<file path="config.mk">
export PLATFORM = sky130hd
export DESIGN_NAME = stream_asyn_fifo_wframer
export DESIGN_NICKNAME = d
export VERILOG_FILES = /design/src/rtl/stream_fifo_pkg.sv /design/src/rtl/stream_frame_head_gen.sv /design/src/rtl/stream_asyn_fifo_wframer.sv
export SDC_FILE = /design/constraint.sdc
export NUM_CORES = 1
export LEC_CHECK = 0
export ABC_AREA = 0
export CAP_MARGIN = 20
export CORE_UTILIZATION = 47
export CTS_CLUSTER_SIZE = 14
export DETAILED_ROUTE_END_ITERATION = 16
export MAX_ROUTING_LAYER = met4
export PLACE_DENSITY = 0.87
export SYNTH_ARGS = -nofsm -noshare
export SYNTH_HDL_FRONTEND = slang
export SYNTH_SLANG_ARGS = --single-unit
</file>
<file path="constraint.sdc">
create_clock -name w_clk -period 3.5 [get_ports w_clk]
set_clock_uncertainty 0.05 [all_clocks]
set_input_delay 0.525 -clock w_clk [delete_from_list [all_inputs] [get_ports w_clk]]
set_output_delay 0.525 -clock w_clk [all_outputs]
set_load 0.02 [all_outputs]
</file>
<file path="src/rtl/stream_fifo_pkg.sv">
// Command codes and framer state shared by the stream FIFO write path.
// Latency: n/a (types only).  Backpressure: n/a.
package stream_fifo_pkg;

    typedef enum logic [2:0] {
        CMD_NOP            = 3'd0,
        CMD_WRITE          = 3'd1,
        CMD_EOF_WITH_WRITE = 3'd2,
        CMD_HEAD           = 3'd4,
        CMD_FINAL_HEAD     = 3'd5,
        CMD_DISCARD        = 3'd6
    } w_cmd_e;

    typedef enum logic [1:0] {
        ST_IDLE,
        ST_DATA,
        ST_HEAD,
        ST_DROP
    } framer_state_e;

    localparam int SEQW = 16;
    localparam int CNTW = 16;

endpackage

</file>
<file path="src/rtl/stream_frame_head_gen.sv">
// Builds one head word from the head index, final frame length and sequence number.
// Latency: combinational.  Backpressure: none, pure function of inputs.
module stream_frame_head_gen
    import stream_fifo_pkg::*;
#(
    parameter int DATAWIDTH = 32,
    parameter int LENW      = 7,
    parameter int IDXW      = 1
) (
    input  logic [IDXW-1:0]      idx,
    input  logic [LENW-1:0]      len,
    input  logic [SEQW-1:0]      seq,
    output logic [DATAWIDTH-1:0] head
);

    always_comb begin
        head = '0;
        if (idx == IDXW'(0)) begin
            head = DATAWIDTH'(len);
        end else if (idx == IDXW'(1)) begin
            head = DATAWIDTH'(seq);
        end
    end

endmodule

</file>
<file path="src/rtl/stream_asyn_fifo_wframer.sv">
// Write-side framer: turns a sop/eop stream into FIFO write commands, appends head words, drops bad frames.
// Latency: zero, w_ctrl/w_data are combinational from state and the current beat.
// Backpressure: s_ready follows !w_full; forced low during head insertion and on a stray sop in DATA.
module stream_asyn_fifo_wframer
    import stream_fifo_pkg::*;
#(
    parameter int DATAWIDTH = 32,
    parameter int ADDRWIDTH = 6,
    parameter int HEADSIZE  = 0,
    parameter int MAXLEN    = 40
) (
    input  logic                 w_clk,
    input  logic                 w_rst_n,
    input  logic                 s_valid,
    output logic                 s_ready,
    input  logic [DATAWIDTH-1:0] s_data,
    input  logic                 s_sop,
    input  logic                 s_eop,
    input  logic                 s_err,
    input  logic                 w_full,
    output logic [2:0]           w_ctrl,
    output logic [DATAWIDTH-1:0] w_data,
    output logic [CNTW-1:0]      frm_ok_cnt,
    output logic [CNTW-1:0]      frm_drop_cnt,
    output logic                 proto_err
);

    localparam int LENW = ADDRWIDTH + 1;
    localparam int IDXW = (HEADSIZE > 1) ? $clog2(HEADSIZE) : 1;
    localparam logic [IDXW-1:0] LAST_IDX = IDXW'((HEADSIZE > 0) ? HEADSIZE - 1 : 0);
    localparam logic [LENW-1:0] MAXLEN_L = LENW'(MAXLEN);

    framer_state_e  state_q, state_d;
    logic [LENW-1:0] len_q, len_d;
    logic [IDXW-1:0] idx_q, idx_d;
    logic [SEQW-1:0] seq_q;
    logic [CNTW-1:0] ok_q, drop_q;
    logic            perr_q;

    w_cmd_e                 cmd;
    logic                   ready;
    logic                   ok_inc, drop_inc, seq_inc, perr_set, eof_beat;
    logic [DATAWIDTH-1:0]   head_word;

    stream_frame_head_gen #(
        .DATAWIDTH (DATAWIDTH),
        .LENW      (LENW),
        .IDXW      (IDXW)
    ) u_head_gen (
        .idx  (idx_q),
        .len  (len_q),
        .seq  (seq_q),
        .head (head_word)
    );

    always_comb begin
        state_d  = state_q;
        len_d    = len_q;
        idx_d    = idx_q;
        cmd      = CMD_NOP;
        ready    = 1'b0;
        ok_inc   = 1'b0;
        drop_inc = 1'b0;
        seq_inc  = 1'b0;
        perr_set = 1'b0;
        eof_beat = 1'b0;

        case (state_q)
            ST_IDLE: begin
                ready = !w_full;
                if (s_valid && ready) begin
                    if (s_sop) begin
                        len_d = LENW'(1);
                        cmd   = CMD_WRITE;
                        if (s_eop) eof_beat = 1'b1;
                        else       state_d  = ST_DATA;
                    end else begin
                        perr_set = 1'b1;
                    end
                end
            end
            ST_DATA: begin
                // A sop here means the previous frame lost its eop: kill it,
                // stall this beat and restart it from IDLE next cycle.
                if (s_valid && s_sop) begin
                    cmd      = CMD_DISCARD;
                    drop_inc = 1'b1;
                    perr_set = 1'b1;
                    state_d  = ST_IDLE;
                end else begin
                    ready = !w_full;
                    if (s_valid && ready) begin
                        if (len_q == MAXLEN_L) begin
                            cmd      = CMD_DISCARD;
                            drop_inc = 1'b1;
                            state_d  = s_eop ? ST_IDLE : ST_DROP;
                        end else begin
                            len_d = len_q + 1'b1;
                            cmd   = CMD_WRITE;
                            if (s_eop) eof_beat = 1'b1;
                        end
                    end
                end
            end
            ST_HEAD: begin
                if (!w_full) begin
                    if (idx_q == LAST_IDX) begin
                        cmd     = CMD_FINAL_HEAD;
                        ok_inc  = 1'b1;
                        seq_inc = 1'b1;
                        idx_d   = '0;
                        state_d = ST_IDLE;
                    end else begin
                        cmd   = CMD_HEAD;
                        idx_d = idx_q + 1'b1;
                    end
                end
            end
            ST_DROP: begin
                ready = 1'b1;
                if (s_valid) begin
                    if (s_sop) perr_set = 1'b1;
                    if (s_eop) state_d  = ST_IDLE;
                end
            end
            default: state_d = ST_IDLE;
        endcase

        if (eof_beat) begin
            if (s_err) begin
                cmd      = CMD_DISCARD;
                drop_inc = 1'b1;
                state_d  = ST_IDLE;
            end else if (HEADSIZE == 0) begin
                cmd     = CMD_EOF_WITH_WRITE;
                ok_inc  = 1'b1;
                seq_inc = 1'b1;
                state_d = ST_IDLE;
            end else begin
                cmd     = CMD_EOF_WITH_WRITE;
                idx_d   = '0;
                state_d = ST_HEAD;
            end
        end
    end

    always_comb begin
        w_data = '0;
        case (cmd)
            CMD_WRITE, CMD_EOF_WITH_WRITE: w_data = s_data;
            CMD_HEAD, CMD_FINAL_HEAD:      w_data = head_word;
            default:                       w_data = '0;
        endcase
    end

    always_ff @(posedge w_clk or negedge w_rst_n) begin
        if (!w_rst_n) begin
            state_q <= ST_IDLE;
            len_q   <= '0;
            idx_q   <= '0;
            seq_q   <= '0;
            ok_q    <= '0;
            drop_q  <= '0;
            perr_q  <= 1'b0;
        end else begin
            state_q <= state_d;
            len_q   <= len_d;
            idx_q   <= idx_d;
            if (seq_inc)                    seq_q  <= seq_q + 1'b1;
            if (ok_inc && ok_q != '1)       ok_q   <= ok_q + 1'b1;
            if (drop_inc && drop_q != '1)   drop_q <= drop_q + 1'b1;
            if (perr_set)                   perr_q <= 1'b1;
        end
    end

    assign s_ready      = ready;
    assign w_ctrl       = cmd;
    assign frm_ok_cnt   = ok_q;
    assign frm_drop_cnt = drop_q;
    assign proto_err    = perr_q;

endmodule

</file>
==> metrics, run 1 <==
final wirelength 6.85 mm; Slew HR 39.2%; clk buf depth 2; post-synth cell types 51; Synth Cell Area 2620 um2; die area 5870 um2; Register Area 1050 um2; Hold Vio Cnt, Final 0; FFs w/ async S/R, synth 100%; ANT cells 0; DP HPWL 5.05 mm; register area share after synthesis 40.2%; cts bufs inserted 5; First-pass DRT Iterations 4; Final Cycle Share 96.0%; Worst Setup EP w_ctrl[2]; Vias/cell 5.48; Psw 0.581 mW; Comb pwr share 37.4%; Reg-to-Reg End frm_drop_cnt[15]; Placed Cells 451; largest net degree at the start of global routing 43; outcome finished clean; first-pass GRT wire length 11.6 mm; max cap viols 0; post-CTS sizing 0; leakage 1.61 nW; min cycle time layout 3.36 ns; final setup violation count 0; Final nets 431; grt total ovfl 0; Reg-to-Reg Start state_q[0]; post-layout util 73.7%; DR vias 2516; largest cells by area after synthesis dfrtp_1, and2_1, xnor2_1, xor2_1, nand3_1; Hold WC Path Type in2async; Clock transition at path regs 0.08 ns; Critical Path Source s_valid; switch share 36.7%; data required time of the worst path 2.92 ns; Worst Tran Pin Value 0.912 ns; Port-buffer cells 107; leading area contributor after synthesis dfrtp_1; fmax 0.298 GHz; internal power 1.00 mW; peak supply drop 381 uV; drc violations 0; number of global-route vias before repair 2412; Row Count 26; Hold WS 0.307 ns; setup TNS 0 ns; H-tree levels 2; Yosys warning total 0; Slew Limit Fails 0; initial core utilization 50.0%; flop and latch count out of synthesis 42; layout cell share with drive strength beyond 1 8.23%; Die Span Y 76.6 um; Core Area 5240 um2; crit end category output pin; Tot GR Track Use 25.1%; Setup Slack @ Placement 0.161 ns; GPL Wtd Cong 0.883; io pins 108; syn nets 323; Skew-Pair Late Insertion Delay 0.29 ns; share of the synthesized area in the top cell type 40.2%; Avg WL per Cell 14.9 um; number of fill cells 383; pwr/cell area 411 nW/um2; clock sinks 42; Post-CTS Setup Bufs 0; CP Max Fanout 6; Post-synth EDFFs 0; CTS root buf clkbuf_8; Final ANT Viol Nets 0; DRT iter0 DRCs 125; RSZ-0062 raised after global routing no; setup slack, reg-to-reg 1.17 ns; arrival time worst endpoint 2.78 ns; ys flop type dfrtp_1; Mean Syn Cell Area 9.35 um2; clock power share 20.9%; Non-Filler Instances 459; clock tree from TritonCTS built; final worst setup slack 0.140 ns; sequential share of power 41.7%; die width 76.6 um; antenna violations before repair 0; Startpoint Class primary input; hold bufs inserted after CTS 0; multi-input gate area in the final layout 1470 um2; worst r2r path cells 6; Layout area overhead 47.4%; Cells after Synth 280; CP Class in2out
metrics by stage:
stage | instance area (um2) | total power, mW
6_report | 3860 | 1.59
5_1_grt | 3860 | 1.67
4_1_cts | 3860 | 1.59
3_5_place_dp | 3760 | 1.26
3_3_place_gp | 3760 | 1.24
2_1_floorplan | 2620 | 0.996
worst min-delay path by stage:
stage	start	depth (start not counted)	slack (ns)	endpoint
final	w_rst_n	1	0.31	state_q[1]
after global routing	w_rst_n	1	0.38	state_q[1]
after CTS	w_rst_n	1	0.33	state_q[1]
after detailed placement	proto_err	1	0.40	proto_err
after global placement	proto_err	1	0.39	proto_err
after floorplan	w_rst_n	0	0.18	frm_drop_cnt[0]
state kept, by name, indices dropped and copies added, names as in the netlist:
register and count:
frm_drop_cnt 16, frm_ok_cnt 16, len_q 7, state_q 2, proto_err 1
worst max-delay path, stage by stage:
cell	delay, ns
clkdlybuf4s50_1	0.50
buf_4	0.15
nor2b_1	0.27
a21boi_1	0.34
nand2_1	0.18
o21ai_0	0.20
clkdlybuf4s50_1	0.62
layer usage:
layer  track usage [%]  wire length, um  up-vias
li1                  -                -     1215
met1              31.7             3000     1217
met2              41.8             3480       76
met3              4.07              292        8
met4              6.92               78        0
met5                 -                0        -
cells in the mapped netlist (2+ instances only):
cell type  number
nand4_1        12
ha_1            4
a21oi_1        10
dfrtp_1        42
nor2b_1         2
xnor2_1        14
nand2_1        23
nand2b_1        2
xor2_1         13
a22o_1          9
and3b_1         3
o21ai_0        12
buf_6           2
and2_1         26
mux2_2          5
and3_1          9
buf_2           7
nor3_1         11
nor4_1          2
nand3_1        18
nor4bb_1        2
o31ai_1         2
nor3b_1         2
clkbuf_1        3
inv_1           4
or3_1           5
a21o_1          2
nor2_1         11
power by group through the flow:
| stage | clock [mW] | sequential, mW | combinational (mW) |
|---|---|---|---|
| global placement | 0 | 0.665 | 0.576 |
| finish | 0.331 | 0.662 | 0.593 |
| CTS | 0.335 | 0.660 | 0.597 |
| floorplan | 0 | 0.665 | 0.331 |
| detailed placement | 0 | 0.670 | 0.592 |
| global route | 0.350 | 0.677 | 0.646 |
layout by cell type (no fill, tap or decap), types with 6 or more instances in the layout:
cell	instances
nor2_1	11
dfrtp_1	42
nand4_1	12
nand3_1	18
a21oi_1	10
clkbuf_8	6
and2_1	26
buf_4	7
xor2_1	13
nor3_1	11
and3_1	9
nand2_1	23
clkdlybuf4s50_1	106
a22o_1	9
xnor2_1	14
o21ai_0	12
kinds of logic (layout without fill, tap and decap cells):
family,count (synthesis),in the layout,synth area share [%]
DFF,42,42,40.2
buffers and inverters,18,127,3.63
AOI/OAI and AO/OA,45,45,11.8
adders and majority gates,4,4,1.91
and+or+nand+nor,138,138,30.9
xor gates and xnor gates,27,27,9.03
muxes,6,6,2.53
cell type report:
cell class	instances	share of cell area, %
Clock inverter	2	0.324
Tap cell	70	2.27
Inverter	4	0.389
Sequential cell	42	27.2
Clock buffer	6	2.14
Timing Repair Buffer	115	29.5
Multi-Input combinational cell	220	38.1
(Power assumes the default switching activity.)
==> run 2: changes to the inputs <==
- ABC_CLOCK_PERIOD_IN_PS: not set -> 3500
- CORE_MARGIN: not set -> 1
==> results of run 2 <==
No change in the layout: final DEF, timing and power equal those of run 1.
==> run 3: changes to the inputs <==
- MAX_ROUTING_LAYER: met4 -> not set
- PLACE_DENSITY: 0.87 -> 0.94
==> run 3 against run 2 <==
Compared with the run above: routed wire length grew 6.8%; worst hold slack lost 0.016 ns; flip-flop and latch count is the same; largest power group unchanged.
==> metrics, run 3 (same netlist as run 1, synthesis figures left out) <==
outcome finished clean; ANT cells 0; arrival time worst endpoint 2.77 ns; highest metal used met4; data required time of the worst path 2.92 ns; final wirelength 7.32 mm; layout cell share with drive strength beyond 1 8.46%; max cap viols 0; min cycle time layout 3.35 ns; Avg WL per Cell 15.9 um; DR vias 2586; wl on met1 3.05 mm; Vias/cell 5.62; worst path cell trace clkdlybuf4s50_1 -> nor3b_4 -> and3b_1 -> a21oi_4 -> a21oi_2 -> buf_12 -> and2_1 -> clkdlybuf4s50_1; Layout area overhead 48.5%; largest net degree at the start of global routing 43; pwr/cell area 424 nW/um2; Skew-Pair Late Insertion Delay 0.30 ns; initial core utilization 50.0%; met2 WL 3.91 mm; RSZ-0062 raised after global routing no; clk buf depth 2; Die Span Y 76.6 um; critical path's most frequent cell clkdlybuf4s50_1; fmax 0.299 GHz; H-tree levels 2; post-layout util 74.2%; antenna violations before repair 0; Tot GR Track Use 25.8%; Port-buffer cells 107; cts bufs inserted 5; crit end category output pin; Core Area 5240 um2; CP max-delay cell clkdlybuf4s50_1; CP Class in2out; hold bufs inserted after CTS 0; die area 5870 um2; Final Cycle Share 95.7%; Slew Limit Fails 0; setup slack, reg-to-reg 0.93 ns; number of fill cells 374; number of global-route vias before repair 2461; CTS root buf clkbuf_8; Worst Path Buf+Inv 3; DRT iter0 DRCs 128; delay-heaviest family, CP buffers and inverters; Worst Tran Pin Value 0.905 ns; met3 wire len 254 um; crit-path max cell delay 0.62 ns; final setup violation count 0; die width 76.6 um; CP Max Fanout 32; clock tree from TritonCTS built; drc violations 0; grt total ovfl 0; multi-input gate area in the final layout 1480 um2; final worst setup slack 0.150 ns; First-pass DRT Iterations 5; GPL Wtd Cong 0.877; Hold WC Path Type in2async; commonest non-fill, non-tap cell in the layout clkdlybuf4s50_1; Clock transition at path regs 0.08 ns; Register Area 1050 um2; most frequent cells in the layout clkdlybuf4s50_1, dfrtp_1, and2_1, nand2_1, nand3_1; peak supply drop 495 uV; Startpoint Class primary input; io pins 108; Slew HR 39.6%; DP HPWL 5.64 mm; Row Count 26; Setup Slack @ Placement 0.150 ns; setup TNS 0 ns; Final ANT Viol Nets 0; leakage 1.63 nW; Power, Total 1.65 mW; Final nets 432; Hold Vio Cnt, Final 0; clock sinks 42; first-pass GRT wire length 12.0 mm
-- run 3: changes by cell type in the layout (fill, tap and decap cells not counted), sizes merged --
| cell | delta |
|---|---|
| buf | +1 |
| bufinv | +1 |
| clkdlybuf4s50 | -1 |
| clkinv | -1 |
| dlymetal6s2s | +1 |
-- run 3: final cells by class --
cell class                      count  share of cell area [%]
Clock buffer                        6                    1.87
Clock inverter                      2                   0.966
Inverter                            4                   0.386
Multi-Input combinational cell    220                    37.9
Sequential cell                    42                    27.0
Tap cell                           70                    2.25
Timing Repair Buffer              116                    29.5
-- run 3: repair_timing --
item | 4_1_cts | 5_1_grt
endpoints found under the setup margin | 0 | 1
gates resized for setup | 0 | 2
buffers inserted | 0 | 1
endpoints found under the hold margin | 0 | 0
-- run 3: final timing paths --
path                                 end  cells after the start       from
max                           w_data[16]                      8    s_valid
min                            proto_err                      1    w_rst_n
max reg2reg                frm_ok_cnt[1]                      7   len_q[0]
min reg2reg                    proto_err                      1  proto_err
max in group asynchronous  frm_ok_cnt[1]                      1    w_rst_n
min in group w_clk             proto_err                      1  proto_err
-- run 3: power by group --
group	switching [mW]	internal [mW]
Sequential	0.115	0.551
Clock	0.169	0.213
Combinational	0.303	0.299
-- run 3: worst register-to-register path, cell delays in order, from the launching register on --
cell and delay (ns):
dfrtp_1 0.43, inv_1 0.10, ha_1 0.19, and4bb_2 0.23, and3b_1 0.22, o21ai_1 0.70, nand2_1 0.22, mux2_2 0.32
-- run 3: layer usage --
metal  up-vias  GRT usage, %
met5         -             0
met4         0          6.54
met3        14          3.71
met2        80          48.1
met1      1270          30.7
li1       1222             -
-- run 3: through the flow --
| stage | hold slack, ns | cells | instance area, um2 |
|---|---|---|---|
| 3_5_place_dp | 0.421 | 451 | 3760 |
| 2_1_floorplan | 0.179 | 280 | 2620 |
| 5_1_grt | 0.388 | 460 | 3890 |
| 4_1_cts | 0.339 | 459 | 3870 |
| 6_report | 0.291 | 460 | 3890 |
| 3_3_place_gp | 0.389 | 451 | 3760 |
